### config.mk
export PLATFORM = sky130hd
export DESIGN_NAME = mem_stage_flat
export DESIGN_NICKNAME = d
export VERILOG_FILES = /design/src/rtl/cpu_types_pkg.sv /design/src/rtl/mem_stage_if.sv /design/src/rtl/mem_stage_load_align.sv /design/src/rtl/mem_stage.sv /design/src/flat_wrapper.sv
export SDC_FILE = /design/constraint.sdc
export NUM_CORES = 1
export LEC_CHECK = 0
export ABC_AREA = 1
export CORE_ASPECT_RATIO = 2
export CORE_UTILIZATION = 25
export CTS_CLUSTER_SIZE = 40
export DETAILED_ROUTE_END_ITERATION = 8
export HOLD_SLACK_MARGIN = 0.12
export PLACE_DENSITY = 0.54
export SYNTH_ARGS = -nofsm -noshare
export SYNTH_HDL_FRONTEND = slang
export SYNTH_SLANG_ARGS = --single-unit
### constraint.sdc
create_clock -name CLK -period 5.9 [get_ports CLK]
set_input_delay 0.885 -clock CLK [delete_from_list [all_inputs] [get_ports CLK]]
set_output_delay 0.885 -clock CLK [all_outputs]
set_load 0.02 [all_outputs]
### src/rtl/cpu_types_pkg.sv
// Shared types for the core pipeline: word type, memory-op encoding, memory-stage FSM state.
// Also provides the load/store classification helpers used by the memory stage.
package cpu_types_pkg;

    typedef logic [31:0] word_t;

    typedef enum logic [3:0] {
        MEM_NONE = 4'd0,
        LB       = 4'd1,
        LH       = 4'd2,
        LW       = 4'd3,
        LBU      = 4'd4,
        LHU      = 4'd5,
        SB       = 4'd6,
        SH       = 4'd7,
        SW       = 4'd8,
        LR       = 4'd9,
        SC       = 4'd10
    } memop_t;

    typedef enum logic {
        IDLE = 1'b0,
        REQ  = 1'b1
    } mem_state_t;

    // LR behaves as a word load on the dcache side.
    function automatic logic is_load(memop_t op);
        return (op == LB) || (op == LH) || (op == LW) || (op == LBU) ||
               (op == LHU) || (op == LR);
    endfunction

    // SC behaves as a word store on the dcache side.
    function automatic logic is_store(memop_t op);
        return (op == SB) || (op == SH) || (op == SW) || (op == SC);
    endfunction

endpackage

### src/rtl/mem_stage_if.sv
// Bundle of execute-side, dcache-side, snoop and writeback signals of the memory stage.
// slave: the memory stage itself; master: the surrounding core / environment.
interface mem_stage_if;
    import cpu_types_pkg::*;

    logic   ex_valid;
    logic   ex_ready;
    word_t  ex_alu_out;
    word_t  ex_store_data;
    memop_t ex_mem_op;
    logic [4:0] ex_rd;
    logic   ex_wen;

    logic   dmemREN;
    logic   dmemWEN;
    word_t  dmemaddr;
    word_t  dmemstore;
    logic [3:0] dmembyteen;
    logic   dhit;
    word_t  dmemload;

    logic   ccinv;
    word_t  ccsnoopaddr;

    logic   wb_valid;
    word_t  wb_data;
    logic [4:0] wb_rd;
    logic   wb_wen;
    logic   wb_misaligned;

    modport slave (
        input  ex_valid, ex_alu_out, ex_store_data, ex_mem_op, ex_rd, ex_wen,
        input  dhit, dmemload, ccinv, ccsnoopaddr,
        output ex_ready, dmemREN, dmemWEN, dmemaddr, dmemstore, dmembyteen,
        output wb_valid, wb_data, wb_rd, wb_wen, wb_misaligned
    );

    modport master (
        output ex_valid, ex_alu_out, ex_store_data, ex_mem_op, ex_rd, ex_wen,
        output dhit, dmemload, ccinv, ccsnoopaddr,
        input  ex_ready, dmemREN, dmemWEN, dmemaddr, dmemstore, dmembyteen,
        input  wb_valid, wb_data, wb_rd, wb_wen, wb_misaligned
    );

endinterface

### src/rtl/mem_stage_load_align.sv
// load_align: combinational sub-word handling for the memory stage.
// Extracts/extends load data, generates store lanes and byte enables, flags misalignment.
module load_align
    import cpu_types_pkg::*;
(
    input  memop_t     op_i,
    input  logic [1:0] addr_lo_i,
    input  word_t      store_data_i,
    input  word_t      load_word_i,
    output logic       misaligned_o,
    output logic [3:0] byteen_o,
    output word_t      store_lanes_o,
    output word_t      load_data_o
);

    logic [7:0]  ld_byte;
    logic [15:0] ld_half;

    assign ld_byte = load_word_i[8*addr_lo_i +: 8];
    assign ld_half = load_word_i[16*addr_lo_i[1] +: 16];

    always_comb begin
        misaligned_o  = 1'b0;
        byteen_o      = 4'b0000;
        store_lanes_o = '0;
        load_data_o   = '0;
        case (op_i)
            LB:      load_data_o = {{24{ld_byte[7]}}, ld_byte};
            LBU:     load_data_o = {24'h0, ld_byte};
            LH: begin
                misaligned_o = addr_lo_i[0];
                load_data_o  = {{16{ld_half[15]}}, ld_half};
            end
            LHU: begin
                misaligned_o = addr_lo_i[0];
                load_data_o  = {16'h0, ld_half};
            end
            LW, LR: begin
                misaligned_o = (addr_lo_i != 2'b00);
                load_data_o  = load_word_i;
            end
            // Narrow stores replicate their data across every lane; byteen picks the live one.
            SB: begin
                byteen_o      = 4'b0001 << addr_lo_i;
                store_lanes_o = {4{store_data_i[7:0]}};
            end
            SH: begin
                misaligned_o  = addr_lo_i[0];
                byteen_o      = 4'b0011 << addr_lo_i;
                store_lanes_o = {2{store_data_i[15:0]}};
            end
            SW, SC: begin
                misaligned_o  = (addr_lo_i != 2'b00);
                byteen_o      = 4'hF;
                store_lanes_o = store_data_i;
            end
            default: ;
        endcase
    end

endmodule

### src/rtl/mem_stage.sv
// Memory stage: dcache request handshake, sub-word alignment, LR/SC reservation tracking,
// and one registered writeback result per accepted op.
module mem_stage
    import cpu_types_pkg::*;
#(
    parameter int RSV_GRAN = 2
) (
    input  logic         CLK,
    input  logic         nRST,
    mem_stage_if.slave   bus
);

    mem_state_t state_q, state_d;
    memop_t     op_q, op_d;
    word_t      addr_q, addr_d;
    logic [4:0] rd_q, rd_d;
    logic       wen_q, wen_d;

    logic       dmem_ren_q, dmem_ren_d;
    logic       dmem_wen_q, dmem_wen_d;
    word_t      dmem_addr_q, dmem_addr_d;
    word_t      dmem_store_q, dmem_store_d;
    logic [3:0] dmem_byteen_q, dmem_byteen_d;

    logic       wb_valid_q, wb_valid_d;
    word_t      wb_data_q, wb_data_d;
    logic [4:0] wb_rd_q, wb_rd_d;
    logic       wb_wen_q, wb_wen_d;
    logic       wb_mis_q, wb_mis_d;

    logic       rsv_valid_q, rsv_valid_d;
    word_t      rsv_addr_q, rsv_addr_d;

    memop_t     sel_op;
    logic [1:0] sel_lo;
    logic       al_misaligned;
    logic [3:0] al_byteen;
    word_t      al_store;
    word_t      al_load;

    function automatic logic rsv_match(word_t a, word_t b);
        return (a >> RSV_GRAN) == (b >> RSV_GRAN);
    endfunction

    // In IDLE the aligner looks at the incoming op; in REQ at the latched one for load data.
    assign sel_op = (state_q == IDLE) ? bus.ex_mem_op : op_q;
    assign sel_lo = (state_q == IDLE) ? bus.ex_alu_out[1:0] : addr_q[1:0];

    load_align u_align (
        .op_i          (sel_op),
        .addr_lo_i     (sel_lo),
        .store_data_i  (bus.ex_store_data),
        .load_word_i   (bus.dmemload),
        .misaligned_o  (al_misaligned),
        .byteen_o      (al_byteen),
        .store_lanes_o (al_store),
        .load_data_o   (al_load)
    );

    always_comb begin
        state_d       = state_q;
        op_d          = op_q;
        addr_d        = addr_q;
        rd_d          = rd_q;
        wen_d         = wen_q;
        dmem_ren_d    = dmem_ren_q;
        dmem_wen_d    = dmem_wen_q;
        dmem_addr_d   = dmem_addr_q;
        dmem_store_d  = dmem_store_q;
        dmem_byteen_d = dmem_byteen_q;
        wb_valid_d    = 1'b0;
        wb_data_d     = wb_data_q;
        wb_rd_d       = wb_rd_q;
        wb_wen_d      = wb_wen_q;
        wb_mis_d      = wb_mis_q;
        rsv_valid_d   = rsv_valid_q;
        rsv_addr_d    = rsv_addr_q;

        case (state_q)
            IDLE: begin
                if (bus.ex_valid) begin
                    op_d     = bus.ex_mem_op;
                    addr_d   = bus.ex_alu_out;
                    rd_d     = bus.ex_rd;
                    wen_d    = bus.ex_wen;
                    wb_rd_d  = bus.ex_rd;
                    wb_mis_d = 1'b0;
                    if (bus.ex_mem_op == MEM_NONE) begin
                        wb_valid_d = 1'b1;
                        wb_data_d  = bus.ex_alu_out;
                        wb_wen_d   = bus.ex_wen;
                    end else if (al_misaligned) begin
                        wb_valid_d = 1'b1;
                        wb_data_d  = '0;
                        wb_wen_d   = 1'b0;
                        wb_mis_d   = 1'b1;
                    end else if ((bus.ex_mem_op == SC) &&
                                 !(rsv_valid_q && rsv_match(rsv_addr_q, bus.ex_alu_out))) begin
                        // Failed SC never reaches the dcache; status 1 goes straight to rd.
                        wb_valid_d = 1'b1;
                        wb_data_d  = 32'd1;
                        wb_wen_d   = bus.ex_wen;
                    end else begin
                        state_d       = REQ;
                        dmem_ren_d    = is_load(bus.ex_mem_op);
                        dmem_wen_d    = is_store(bus.ex_mem_op);
                        dmem_addr_d   = {bus.ex_alu_out[31:2], 2'b00};
                        dmem_store_d  = al_store;
                        dmem_byteen_d = al_byteen;
                    end
                end
            end
            REQ: begin
                if (bus.dhit) begin
                    state_d    = IDLE;
                    dmem_ren_d = 1'b0;
                    dmem_wen_d = 1'b0;
                    wb_valid_d = 1'b1;
                    wb_data_d  = is_load(op_q) ? al_load : '0;
                    wb_wen_d   = wen_q;
                    wb_mis_d   = 1'b0;
                    if (op_q == LR) begin
                        rsv_valid_d = 1'b1;
                        rsv_addr_d  = addr_q;
                    end else if (op_q == SC) begin
                        rsv_valid_d = 1'b0;
                    end else if (is_store(op_q) && rsv_match(rsv_addr_q, addr_q)) begin
                        rsv_valid_d = 1'b0;
                    end
                end
            end
            default: state_d = IDLE;
        endcase

        // Checked against the post-LR address so a same-cycle snoop beats a new reservation.
        if (bus.ccinv && rsv_match(rsv_addr_d, bus.ccsnoopaddr)) begin
            rsv_valid_d = 1'b0;
        end
    end

    always_ff @(posedge CLK or negedge nRST) begin
        if (!nRST) begin
            state_q       <= IDLE;
            op_q          <= MEM_NONE;
            addr_q        <= '0;
            rd_q          <= '0;
            wen_q         <= 1'b0;
            dmem_ren_q    <= 1'b0;
            dmem_wen_q    <= 1'b0;
            dmem_addr_q   <= '0;
            dmem_store_q  <= '0;
            dmem_byteen_q <= '0;
            wb_valid_q    <= 1'b0;
            wb_data_q     <= '0;
            wb_rd_q       <= '0;
            wb_wen_q      <= 1'b0;
            wb_mis_q      <= 1'b0;
            rsv_valid_q   <= 1'b0;
            rsv_addr_q    <= '0;
        end else begin
            state_q       <= state_d;
            op_q          <= op_d;
            addr_q        <= addr_d;
            rd_q          <= rd_d;
            wen_q         <= wen_d;
            dmem_ren_q    <= dmem_ren_d;
            dmem_wen_q    <= dmem_wen_d;
            dmem_addr_q   <= dmem_addr_d;
            dmem_store_q  <= dmem_store_d;
            dmem_byteen_q <= dmem_byteen_d;
            wb_valid_q    <= wb_valid_d;
            wb_data_q     <= wb_data_d;
            wb_rd_q       <= wb_rd_d;
            wb_wen_q      <= wb_wen_d;
            wb_mis_q      <= wb_mis_d;
            rsv_valid_q   <= rsv_valid_d;
            rsv_addr_q    <= rsv_addr_d;
        end
    end

    assign bus.ex_ready      = (state_q == IDLE);
    assign bus.dmemREN       = dmem_ren_q;
    assign bus.dmemWEN       = dmem_wen_q;
    assign bus.dmemaddr      = dmem_addr_q;
    assign bus.dmemstore     = dmem_store_q;
    assign bus.dmembyteen    = dmem_byteen_q;
    assign bus.wb_valid      = wb_valid_q;
    assign bus.wb_data       = wb_data_q;
    assign bus.wb_rd         = wb_rd_q;
    assign bus.wb_wen        = wb_wen_q;
    assign bus.wb_misaligned = wb_mis_q;

endmodule

### src/flat_wrapper.sv
// flat-port wrapper written by rule: the top's interface ports become plain ports
module mem_stage_flat import cpu_types_pkg::*;
#(
    parameter int RSV_GRAN = 2
)
  (CLK, nRST, bus_ex_valid, bus_ex_alu_out, bus_ex_store_data, bus_ex_mem_op, bus_ex_rd, bus_ex_wen, bus_dhit, bus_dmemload, bus_ccinv, bus_ccsnoopaddr, bus_ex_ready, bus_dmemREN, bus_dmemWEN, bus_dmemaddr, bus_dmemstore, bus_dmembyteen, bus_wb_valid, bus_wb_data, bus_wb_rd, bus_wb_wen, bus_wb_misaligned);
  mem_stage_if bus_i ();
  input  logic CLK;
  input  logic nRST;
  input wire logic [$bits(bus_i.ex_valid)-1:0] bus_ex_valid;
  input wire logic [$bits(bus_i.ex_alu_out)-1:0] bus_ex_alu_out;
  input wire logic [$bits(bus_i.ex_store_data)-1:0] bus_ex_store_data;
  input wire logic [$bits(bus_i.ex_mem_op)-1:0] bus_ex_mem_op;
  input wire logic [$bits(bus_i.ex_rd)-1:0] bus_ex_rd;
  input wire logic [$bits(bus_i.ex_wen)-1:0] bus_ex_wen;
  input wire logic [$bits(bus_i.dhit)-1:0] bus_dhit;
  input wire logic [$bits(bus_i.dmemload)-1:0] bus_dmemload;
  input wire logic [$bits(bus_i.ccinv)-1:0] bus_ccinv;
  input wire logic [$bits(bus_i.ccsnoopaddr)-1:0] bus_ccsnoopaddr;
  output wire logic [$bits(bus_i.ex_ready)-1:0] bus_ex_ready;
  output wire logic [$bits(bus_i.dmemREN)-1:0] bus_dmemREN;
  output wire logic [$bits(bus_i.dmemWEN)-1:0] bus_dmemWEN;
  output wire logic [$bits(bus_i.dmemaddr)-1:0] bus_dmemaddr;
  output wire logic [$bits(bus_i.dmemstore)-1:0] bus_dmemstore;
  output wire logic [$bits(bus_i.dmembyteen)-1:0] bus_dmembyteen;
  output wire logic [$bits(bus_i.wb_valid)-1:0] bus_wb_valid;
  output wire logic [$bits(bus_i.wb_data)-1:0] bus_wb_data;
  output wire logic [$bits(bus_i.wb_rd)-1:0] bus_wb_rd;
  output wire logic [$bits(bus_i.wb_wen)-1:0] bus_wb_wen;
  output wire logic [$bits(bus_i.wb_misaligned)-1:0] bus_wb_misaligned;
  assign bus_i.ex_valid = bus_ex_valid;
  assign bus_i.ex_alu_out = bus_ex_alu_out;
  assign bus_i.ex_store_data = bus_ex_store_data;
  assign bus_i.ex_mem_op = bus_ex_mem_op;
  assign bus_i.ex_rd = bus_ex_rd;
  assign bus_i.ex_wen = bus_ex_wen;
  assign bus_i.dhit = bus_dhit;
  assign bus_i.dmemload = bus_dmemload;
  assign bus_i.ccinv = bus_ccinv;
  assign bus_i.ccsnoopaddr = bus_ccsnoopaddr;
  assign bus_ex_ready = bus_i.ex_ready;
  assign bus_dmemREN = bus_i.dmemREN;
  assign bus_dmemWEN = bus_i.dmemWEN;
  assign bus_dmemaddr = bus_i.dmemaddr;
  assign bus_dmemstore = bus_i.dmemstore;
  assign bus_dmembyteen = bus_i.dmembyteen;
  assign bus_wb_valid = bus_i.wb_valid;
  assign bus_wb_data = bus_i.wb_data;
  assign bus_wb_rd = bus_i.wb_rd;
  assign bus_wb_wen = bus_i.wb_wen;
  assign bus_wb_misaligned = bus_i.wb_misaligned;
  mem_stage #(.RSV_GRAN(RSV_GRAN)) u_core (.CLK(CLK), .nRST(nRST), .bus(bus_i));
endmodule
==> out/results.ini, run 1 <==
[timing]
min_period_ns = 3.70
fmax_mhz = 270
rsz0062_at_grt = false
finalSetupViolCount = 0
max_slew_margin_pct = 30.1
tightest_slew_ns = 1.04
drv_slew = 0
hold_slack_ns = 0.442
setup_tns_ns = 0
finalHoldViolCount = 0
skew_ns = 0.0120
setup_ws_ns = 2.20
period_share_pct = 62.7

[pwr]
p_sw_share_pct = 45.4
power_density_mw_per_mm2 = 472
clkPwrFrac_pct = 18.5
total_power_mw = 6.53
combinationalPowerShare_pct = 50.0
internal_power_mw = 3.56
p_sw_mw = 2.97
irDropWorstVdd_mv = 0.166
leakagePower_nw = 6.86
p_seq_share_pct = 31.5

[clock_tree]
post_cts_buffers = 0
cts_tree = done
clock-sinks = 177
h-tree-depth = 4
max-clock-path-buffers = 2
cts_buffers = 17
holdBufCountCts = 0
clkLatencyLatePin_ns = 0.46
cts_resized = 0
clkTransAtPathRegs_ns = 0.07
cts-root-buf = clkbuf_16

[die]
die_w_um = 146
core-area_mm2 = 0.0409
die-height_um = 290
io_pins = 254
dieArea_mm2 = 0.0423
start_util_pct = 25.3
row_count = 105

[setup_path]
start_kind = flop
path_common_cell = nand2_1
cp.arrival_ns = 4.02
worstRegToRegCells = 12
worst-setup-path-type = reg -> reg
slowest_stage = dfrtp_1
cp_slowest_stage_delay_ns = 0.70
rrSetupSlack_ns = 2.20
worstSetupEndpointType = flop
cp_max_fo = 74
crit_chain = inv_2 -> nand2_1 -> nand2_2 -> inv_2 -> nand2_1 -> nand2_1 -> nand2_2 -> nor2_4 -> nand3_4 -> buf_4 -> nand2_1 -> o21ai_0
required_ns = 6.22

[layout]
final_cells = 2281
fill_cells = 4305
final_area_mm2 = 0.0138
nets = 1876
antennaDiodeCount = 0
seqCellArea_mm2 = 0.00443
postLayoutCoreUtil_pct = 33.9
area_growth_syn_to_layout_pct = 33.7
drive_above_1_share_pct = 4.30
multi_input_area_mm2 = 0.00495

[logic_synthesis]
netlist_area_mm2 = 0.0104
syn_area_per_cell_um2 = 6.82
async_flop_share_pct = 100
synthDistinctLibCells = 35
netlist_instances = 1518
synthFlopType = dfrtp_1
yosysWarnings = 0
synth_seq_cells = 177
synth_edf_count = 0
ys_seq_area_share_pct = 42.8

[placement]
port_buffers = 249
place_inst = 2249
dp_hpwl_mm = 32.4
place_congestion = 0.915
placed_area_mm2 = 0.0132
place_ws_ns = 1.74

[run_status]
status = finished clean

[drt]
vias = 10502
route.detailed.drc = 0
ant_nets = 0
viasPerCell = 4.60
wl_per_cell_um = 18.1
dr.first_iter.drc_count = 693
first_pass_iters = 5
wl_mm = 41.4

[global_routing]
grt_pass1_vias = 10411
grt_start_max_net_pins = 97
gr-total-overflow = 0
grt_pass1_wl_mm = 61.7
track_usage_pct = 19.8
antenna_found_initial = 0

[run]
max_cap_viol_count = 0

[worst_hold_path]
hp-class = in -> async

[cell usage after synthesis, types with 3 or more instances]
library cell / number / area share, %
nand3b_1: 8 / 0.58
xnor2_1: 22 / 1.9
clkbuf_1: 28 / 1.0
inv_2: 7 / 0.25
dfrtp_1: 177 / 43
buf_4: 5 / 0.36
nor2_1: 72 / 2.6
o21ai_1: 59 / 2.9
buf_1: 3 / 0.11
nand4_1: 7 / 0.42
a31oi_1: 4 / 0.24
buf_2: 14 / 0.68
a21oi_1: 18 / 0.87
buf_6: 13 / 1.4
o21ai_2: 6 / 0.51
nand2_1: 654 / 24
nand3_1: 135 / 6.5
nor2_4: 3 / 0.33
o21ai_0: 92 / 4.4
o21bai_1: 6 / 0.44
a22oi_1: 7 / 0.51
inv_1: 156 / 5.7
nand2_2: 8 / 0.48
[worst paths after layout]
| check | start | endpoint |
|---|---|---|
| setup reg to reg | u_core.state_q | u_core.bus.dmemstore[1] |
| max in group asynchronous | nRST | u_core.addr_q[30] |
| setup / recovery | u_core.state_q | u_core.bus.dmemstore[1] |
| hold / removal | nRST | u_core.bus.wb_data[16] |
| hold reg to reg | u_core.addr_q[1] | u_core.addr_q[1] |
| min in group CLK | u_core.addr_q[1] | u_core.addr_q[1] |
[routing by layer]
metal | vias to the layer above | part of all wire, % | GRT usage [%]
met5 | - | 0 | 0
met4 | 0 | 6.4 | 13.0
met3 | 88 | 4.3 | 3.11
met2 | 342 | 54 | 37.0
met1 | 4886 | 36 | 20.3
li1 | 5186 | - | -
[power by group through the flow]
| stage | Clock, mW | Sequential, mW | Combinational, mW |
|---|---|---|---|
| after CTS | 1.25 | 2.06 | 3.30 |
| after global routing | 1.29 | 2.13 | 3.59 |
| after detailed placement | 0 | 2.08 | 3.29 |
| after global placement | 0 | 2.06 | 3.26 |
| after floorplan | 0 | 2.37 | 1.67 |
| final | 1.21 | 2.06 | 3.26 |
[worst max-delay path, delay by kind of cell (launching register included)]
| family | cells | cell delay, ns |
|---|---|---|
| compound gates | 1 | 0.08 |
| flops | 1 | 0.70 |
| simple gates | 8 | 1.61 |
| buf+inv | 3 | 1.14 |
[layout by cell type (no fill, tap or decap), types with 3 or more instances in the layout]
master           count
dfrtp_1            177
nand3_1            135
nand2_1            653
inv_8                4
buf_4                8
o21bai_1             6
inv_2                7
nand4_1              7
nor2_4               3
xnor2_1             22
nand2_2              9
inv_6                3
clkinvlp_4           3
nor2_1              71
o21ai_1             59
o21ai_0             92
a21oi_1             18
o21ai_2              6
clkdlybuf4s50_1    248
a22oi_1              7
inv_1              156
clkbuf_16           17
a31oi_1              4
nand3b_1             8
[area by class of cell]
type	count	share of cell area (%)
Clock buffer	18	3.17
Timing Repair Buffer	258	18.6
Multi-Input combinational cell	1116	35.8
Tap cell	535	4.83
Inverter	163	4.42
Sequential cell	177	32.0
Clock inverter	14	1.21
[registers in the layout (all words and copies together) (netlist names), 4 cells and up]
| signal | flops |
|---|---|
| u_core.bus.dmemstore | 32 |
| u_core.bus.wb_data | 32 |
| u_core.bus.wb_rd | 5 |
| u_core.rsv_addr_q | 30 |
| u_core.addr_q | 32 |
| u_core.bus.dmembyteen | 4 |
| u_core.op_q | 4 |
| u_core.bus.dmemaddr | 30 |
[kinds of logic (layout without fill, tap and decap cells)]
kind of cell / count (synthesis) / count (layout) / synth area share [%]
XOR/XNOR: 23 / 23 / 1.95
flip-flops: 177 / 177 / 42.8
AND/OR/NAND/NOR: 893 / 893 / 35.4
other: 1 / 2 / 0.0362
buffers and inverters: 226 / 453 / 9.49
AO/OA/AOI/OAI: 198 / 198 / 10.4
No activity file was read; power rests on OpenSTA's default activity.
==> run 2: changes to the inputs <==
PLACE_DENSITY = 0.56   (was 0.54)
clock period = 3.16 ns   (was 5.9 ns; I/O delays follow)
==> run 2 against run 1 <==
- total power up 89%
- critical path type unchanged
- clock-buffer cell count up 2
- first-iteration DRC count down 1.9%
- sequential cell count unchanged
- clock power up 83%
- largest power group unchanged
- clock skew up 0.0026 ns
==> out/results.ini, run 2 (synthesized netlist as in run 1, its figures left out) <==
[run_status]
status = finished clean

[setup_path]
crit_chain = inv_2 -> nand2_1 -> nand2_1 -> nand2_1 -> nor2_4 -> o21ai_2 -> nand2_2 -> nor2_4 -> nand3_4 -> buf_4 -> o21ai_0
start_kind = flop
cp_slowest_stage_delay_ns = 0.51  ; -0.19 ns
worstSetupEndpointType = flop
worstRegToRegCells = 11  ; -1
cp_max_fo = 36  ; -51%
cp.arrival_ns = 2.87  ; -1.15 ns
rrSetupSlack_ns = 0.61  ; -1.59 ns
worst-setup-path-type = reg -> reg
crit_family = simple AND/OR/NAND/NOR gates
path_common_cell = nand2_1
required_ns = 3.48  ; -2.74 ns
worst-path-stages = 11  ; -1
slowest_stage = dfrtp_1
worstPathBufferInverterCount = 2  ; -1

[layout]
nets = 1905  ; +1.5%
final_area_mm2 = 0.0141  ; +2.0%
area_growth_syn_to_layout_pct = 36.4
drive_above_1_share_pct = 5.69  ; +1.4 points
final_cell_mix = nand2_1 (653), clkdlybuf4s50_1 (248), dfrtp_1 (177)
postLayoutCoreUtil_pct = 34.6  ; +0.67 points
final_common_cell = nand2_1

[drt]
dr.first_iter.drc_count = 680  ; -1.9%
vias = 10583  ; +0.77%
first_pass_iters = 7  ; +2
route.detailed.drc = 0  ; unchanged
viasPerCell = 4.58  ; -0.62%
wl_mm = 41.5  ; +0.38%
wl_per_cell_um = 18.0  ; -1.0%
ant_nets = 0  ; unchanged

[pwr]
irDropWorstVdd_mv = 0.334  ; +100%
leakagePower_nw = 7.02  ; +2.4%
power_density_mw_per_mm2 = 872  ; +85%

[timing]
finalSetupViolCount = 0  ; unchanged
max_slew_margin_pct = 48.5  ; +18 points
period_share_pct = 80.7  ; +18 points
setup_tns_ns = 0  ; unchanged
drv_slew = 0  ; unchanged
rsz0062_at_grt = false
fmax_mhz = 392  ; +45%
min_period_ns = 2.55  ; -1.15 ns
finalHoldViolCount = 0  ; unchanged
skew_ns = 0.0145  ; +0.00255 ns
tightest_slew_ns = 0.772  ; -0.273 ns

[die]
row_count = 105  ; unchanged
die_w_um = 146  ; unchanged
dieArea_mm2 = 0.0423  ; unchanged
io_pins = 254  ; unchanged
core-area_mm2 = 0.0409  ; unchanged
die-height_um = 290  ; unchanged
start_util_pct = 25.3  ; unchanged

[placement]
dp_hpwl_mm = 33.3  ; +2.6%
placed_area_mm2 = 0.0135  ; +2.1%
port_buffers = 249  ; unchanged
place_congestion = 0.927  ; +1.2%

[clock_tree]
max-clock-path-buffers = 2  ; unchanged
h-tree-depth = 4  ; unchanged
clock-sinks = 177  ; unchanged
cts_tree = done
cts_buffers = 17  ; unchanged
post_cts_buffers = 0  ; unchanged
clkTransAtPathRegs_ns = 0.07  ; about the same
clkLatencyLatePin_ns = 0.46  ; about the same
cts-root-buf = clkbuf_16
cts_resized = 0  ; unchanged

[global_routing]
track_usage_pct = 20.0  ; +0.19 points
grt_pass1_vias = 10633  ; +2.1%
grt_pass1_wl_mm = 62.5  ; +1.3%
antenna_found_initial = 3  ; +3
gr-total-overflow = 0  ; unchanged
grt_start_max_net_pins = 76  ; -22%

[worst_hold_path]
min_path_cells = 2
hp-class = reg -> reg

[run]
max_cap_viol_count = 0  ; unchanged

==> run 2: changes by cell type in the layout (fill, tap and decap cells not counted), sizes merged <==
cell,delta
buf,+28
clkbuf,+2
dlygate4sd3,+1
clkinv,+1
clkinvlp,-3
diode,+3
==> run 2: worst min-delay path, stage by stage, from the launching register on <==
cell,delay [ns]
dfrtp_1,0.34
nand2_1,0.06
o21ai_2,0.05
==> run 2: through the flow <==
step	hold WS, ns	power [mW]	worst slack (ns)	std cells
detailed placement	0.466	10.2	0.227	2277
global placement	0.462	10.1	0.273	2277
global route	0.510	13.2	0.384	2313
CTS	0.484	12.4	0.616	2310
finish	0.484	12.3	0.609	2313
floorplan	0.178	7.55	1.21	1519
==> run 2: what timing repair did <==
item / in CTS / in global routing
setup endpoints to repair: 0 / 0
hold endpoints to repair: 54 / 0
hold buffers: 1 / 0
==> run 2: worst paths after layout <==
check,startpoint,endpoint
max in group asynchronous,nRST,u_core.bus.wb_data[14]
worst min-delay path,u_core.bus.dmemaddr[30],u_core.bus.dmemaddr[30]
worst max register to register,u_core.state_q,u_core.bus.dmemstore[0]
worst max-delay path,u_core.state_q,u_core.bus.dmemstore[0]
worst min register to register,u_core.bus.dmemaddr[30],u_core.bus.dmemaddr[30]
min in group asynchronous,nRST,u_core.bus.wb_rd[0]
==> run 2: where the power goes <==
group | total, mW | leakage, nW | switching (mW) | internal, mW
combinational | 6.25 | 4.42 | 3.79 | 2.46
sequential | 3.85 | 2.31 | 0.706 | 3.14
clock | 2.21 | 0.293 | 1.00 | 1.21
==> run 2: per-layer routing <==
| metal | vias up | track usage (%) | routed length [µm] |
|---|---|---|---|
| li1 | 5234 | - | - |
| met1 | 4856 | 19.8 | 14800 |
| met2 | 389 | 37.2 | 22100 |
| met3 | 104 | 2.92 | 1740 |
| met4 | 0 | 15.4 | 2950 |
| met5 | - | 0 | 0 |
==> run 2: area by class of cell <==
cell class,instances,area (µm²)
Fill cell,4375,26700
Multi-Input combinational cell,1116,4950
Sequential cell,177,4430
Timing Repair Buffer,287,2860
Tap cell,535,669
Inverter,163,612
Clock buffer,20,447
Clock inverter,12,143
Antenna cell,3,7.51
==> run 3: changes to the inputs <==
PLACE_DENSITY = 0.54   (was 0.56)
clock period = 2.4 ns   (was 3.16 ns; I/O delays follow)
==> run 3 against run 2 <==
- sequential cell count did not move
- total power rose by 38%
- global-route usage is 0.49 points higher
- clock skew shrank 0.0024 ns
- clock power rose by 36%
- worst hold slack worse by 0.075 ns
- utilization up 2.0 points
- non-clock buffer count increased by 90
- sequential power increased by 32%
- critical path type unchanged
- critical endpoint is now u_core.bus.wb_data[21]
- largest power group unchanged
==> out/results.ini, run 3 (synthesized netlist as in run 1, its figures left out) <==
[setup_path]
crit_chain = inv_2 -> nand2_1 -> o31ai_2 -> buf_4 -> o21ai_1 -> nand2_1 -> nand2_1 -> nand2_1
cp.arrival_ns = 2.66  ; -0.21 ns
cp_max_fo = 16  ; -56%
crit_family = compound AO/OA/AOI/OAI gates
path_common_cell = nand2_1
required_ns = 2.80  ; -0.68 ns
worstPathBufferInverterCount = 2  ; unchanged
cp_slowest_stage_delay_ns = 0.89  ; +0.38 ns
worst-setup-path-type = reg -> reg
worstSetupEndpointType = flop
start_kind = flop
slowest_stage = o31ai_2

[layout]
final_cells = 2401  ; +3.8%
fill_cells = 4324  ; -1.2%
seqCellArea_mm2 = 0.00443  ; about the same
nets = 1995  ; +4.7%
drive_above_1_share_pct = 10.5  ; +4.8 points
postLayoutCoreUtil_pct = 36.6  ; +2.0 points
area_growth_syn_to_layout_pct = 44.3
multi_input_area_mm2 = 0.00497  ; +0.28%
final_common_cell = nand2_1
final_cell_mix = nand2_1 (652), clkdlybuf4s50_1 (248), dfrtp_1 (176)

[drt]
route.detailed.drc = 0  ; unchanged
first_pass_iters = 5  ; -2
ant_nets = 0  ; unchanged
wl_per_cell_um = 18.0  ; about the same
dr.first_iter.drc_count = 624  ; -8.2%
wl_mm = 43.1  ; +3.9%
vias = 10885  ; +2.9%
viasPerCell = 4.53  ; -0.92%

[timing]
skew_ns = 0.0122  ; -0.00237 ns
tightest_slew_ns = 1.11  ; +0.337 ns
max_slew_margin_pct = 25.6  ; -23 points
finalHoldViolCount = 0  ; unchanged
period_share_pct = 94.3  ; +14 points
min_period_ns = 2.26  ; -0.287 ns
rsz0062_at_grt = false
drv_slew = 0  ; unchanged
hold_slack_ns = 0.409  ; -0.0747 ns
fmax_mhz = 442  ; +13%
finalSetupViolCount = 0  ; unchanged

[clock_tree]
clkLatencyLatePin_ns = 0.46  ; about the same
clkTransAtPathRegs_ns = 0.08  ; about the same
cts_tree = done
cts-root-buf = clkbuf_16
max-clock-path-buffers = 2  ; unchanged
clock-sinks = 177  ; unchanged
cts_buffers = 17  ; unchanged
h-tree-depth = 4  ; unchanged

[die]
start_util_pct = 25.3  ; unchanged
row_count = 105  ; unchanged
die_w_um = 146  ; unchanged
io_pins = 254  ; unchanged
die-height_um = 290  ; unchanged
dieArea_mm2 = 0.0423  ; unchanged
core-area_mm2 = 0.0409  ; unchanged

[worst_hold_path]
hp-class = in -> async

[placement]
dp_hpwl_mm = 35.0  ; +4.9%
place_inst = 2367  ; +4.0%
port_buffers = 249  ; unchanged
place_congestion = 0.911  ; -1.7%

[run_status]
status = finished clean

[global_routing]
track_usage_pct = 20.4  ; +0.49 points
grt_start_max_net_pins = 76  ; unchanged
antenna_found_initial = 2  ; -1
gr-total-overflow = 0  ; unchanged
grt_pass1_vias = 10775  ; +1.3%
grt_pass1_wl_mm = 63.5  ; +1.5%

[pwr]
irDropWorstVdd_mv = 0.466  ; +40%
total_power_mw = 17.0  ; +38%
leakagePower_nw = 7.48  ; +6.6%
power_density_mw_per_mm2 = 1140  ; +31%

[run]
max_cap_viol_count = 0  ; unchanged

run 3: cell types whose count changed in the layout (fill, tap and decap cells not counted), sizes merged:
cell and change:
buf +90, diode -2, bufinv +1, inv -3
clkinv -2, clkinvlp +5, clkbuf -1
run 3: power breakdown:
group / internal [mW] / switching, mW / leakage, nW
clock network: 1.66 / 1.35 / 0.280
logic: 3.73 / 5.19 / 4.90
registers: 4.14 / 0.948 / 2.31
run 3: area by class of cell:
type,count,share of cell area (%)
antenna,1,0.0168
clock buffer,19,2.90
clock inverter,13,1.18
inverter,163,4.11
multi-input combinational,1116,33.3
sequential,177,29.7
tap,535,4.48
timing repair buffer,377,24.4
run 3: through the flow:
step | cell area [µm²] | worst slack, ns | setup TNS, ns
2_1_floorplan | 10400 | 0.474 | 0
3_3_place_gp | 14300 | -0.280 | -24.85
3_5_place_dp | 14300 | -0.275 | -23.97
4_1_cts | 14900 | 0.00891 | 0
5_1_grt | 14900 | 0.0236 | 0
6_report | 14900 | 0.136 | 0
run 3: path summary, 6_finish.rpt:
kind	startpoint	slack, ns	end	cells after the start
min reg2reg	u_core.bus.wb_rd[0]	0.48	u_core.bus.wb_rd[0]	2
max reg2reg	u_core.op_q[1]	0.14	u_core.bus.wb_data[21]	8
min in group CLK	bus_ex_rd[1]	0.44	u_core.bus.wb_rd[1]	3
min	nRST	0.41	u_core.bus.wb_data[16]	2
max in group asynchronous	nRST	1.21	u_core.state_q	3
max	u_core.op_q[1]	0.14	u_core.bus.wb_data[21]	8
run 3: worst register-to-register path: cells and delay by family (launching register included):
| kind | cells | cell delay [ns] |
|---|---|---|
| AOI/OAI and AO/OA | 2 | 0.98 |
| buffers and inverters | 2 | 0.46 |
| and+or+nand+nor | 4 | 0.31 |
| DFF | 1 | 0.46 |
run 3: per-layer routing:
| metal | track usage [%] | wire, µm | vias to the layer above |
|---|---|---|---|
| li1 | - | - | 5425 |
| met1 | 20.1 | 15300 | 5041 |
| met2 | 40.3 | 24000 | 317 |
| met3 | 2.57 | 1420 | 100 |
| met4 | 12.4 | 2370 | 2 |
| met5 | 0 | 17 | - |
run 3: repair_timing:
action,in CTS,in global routing
setup endpoints to repair,0,33
buffers inserted,0,0
gates resized for setup,0,6
hold buffers,1,0
endpoints found under the hold margin,39,0
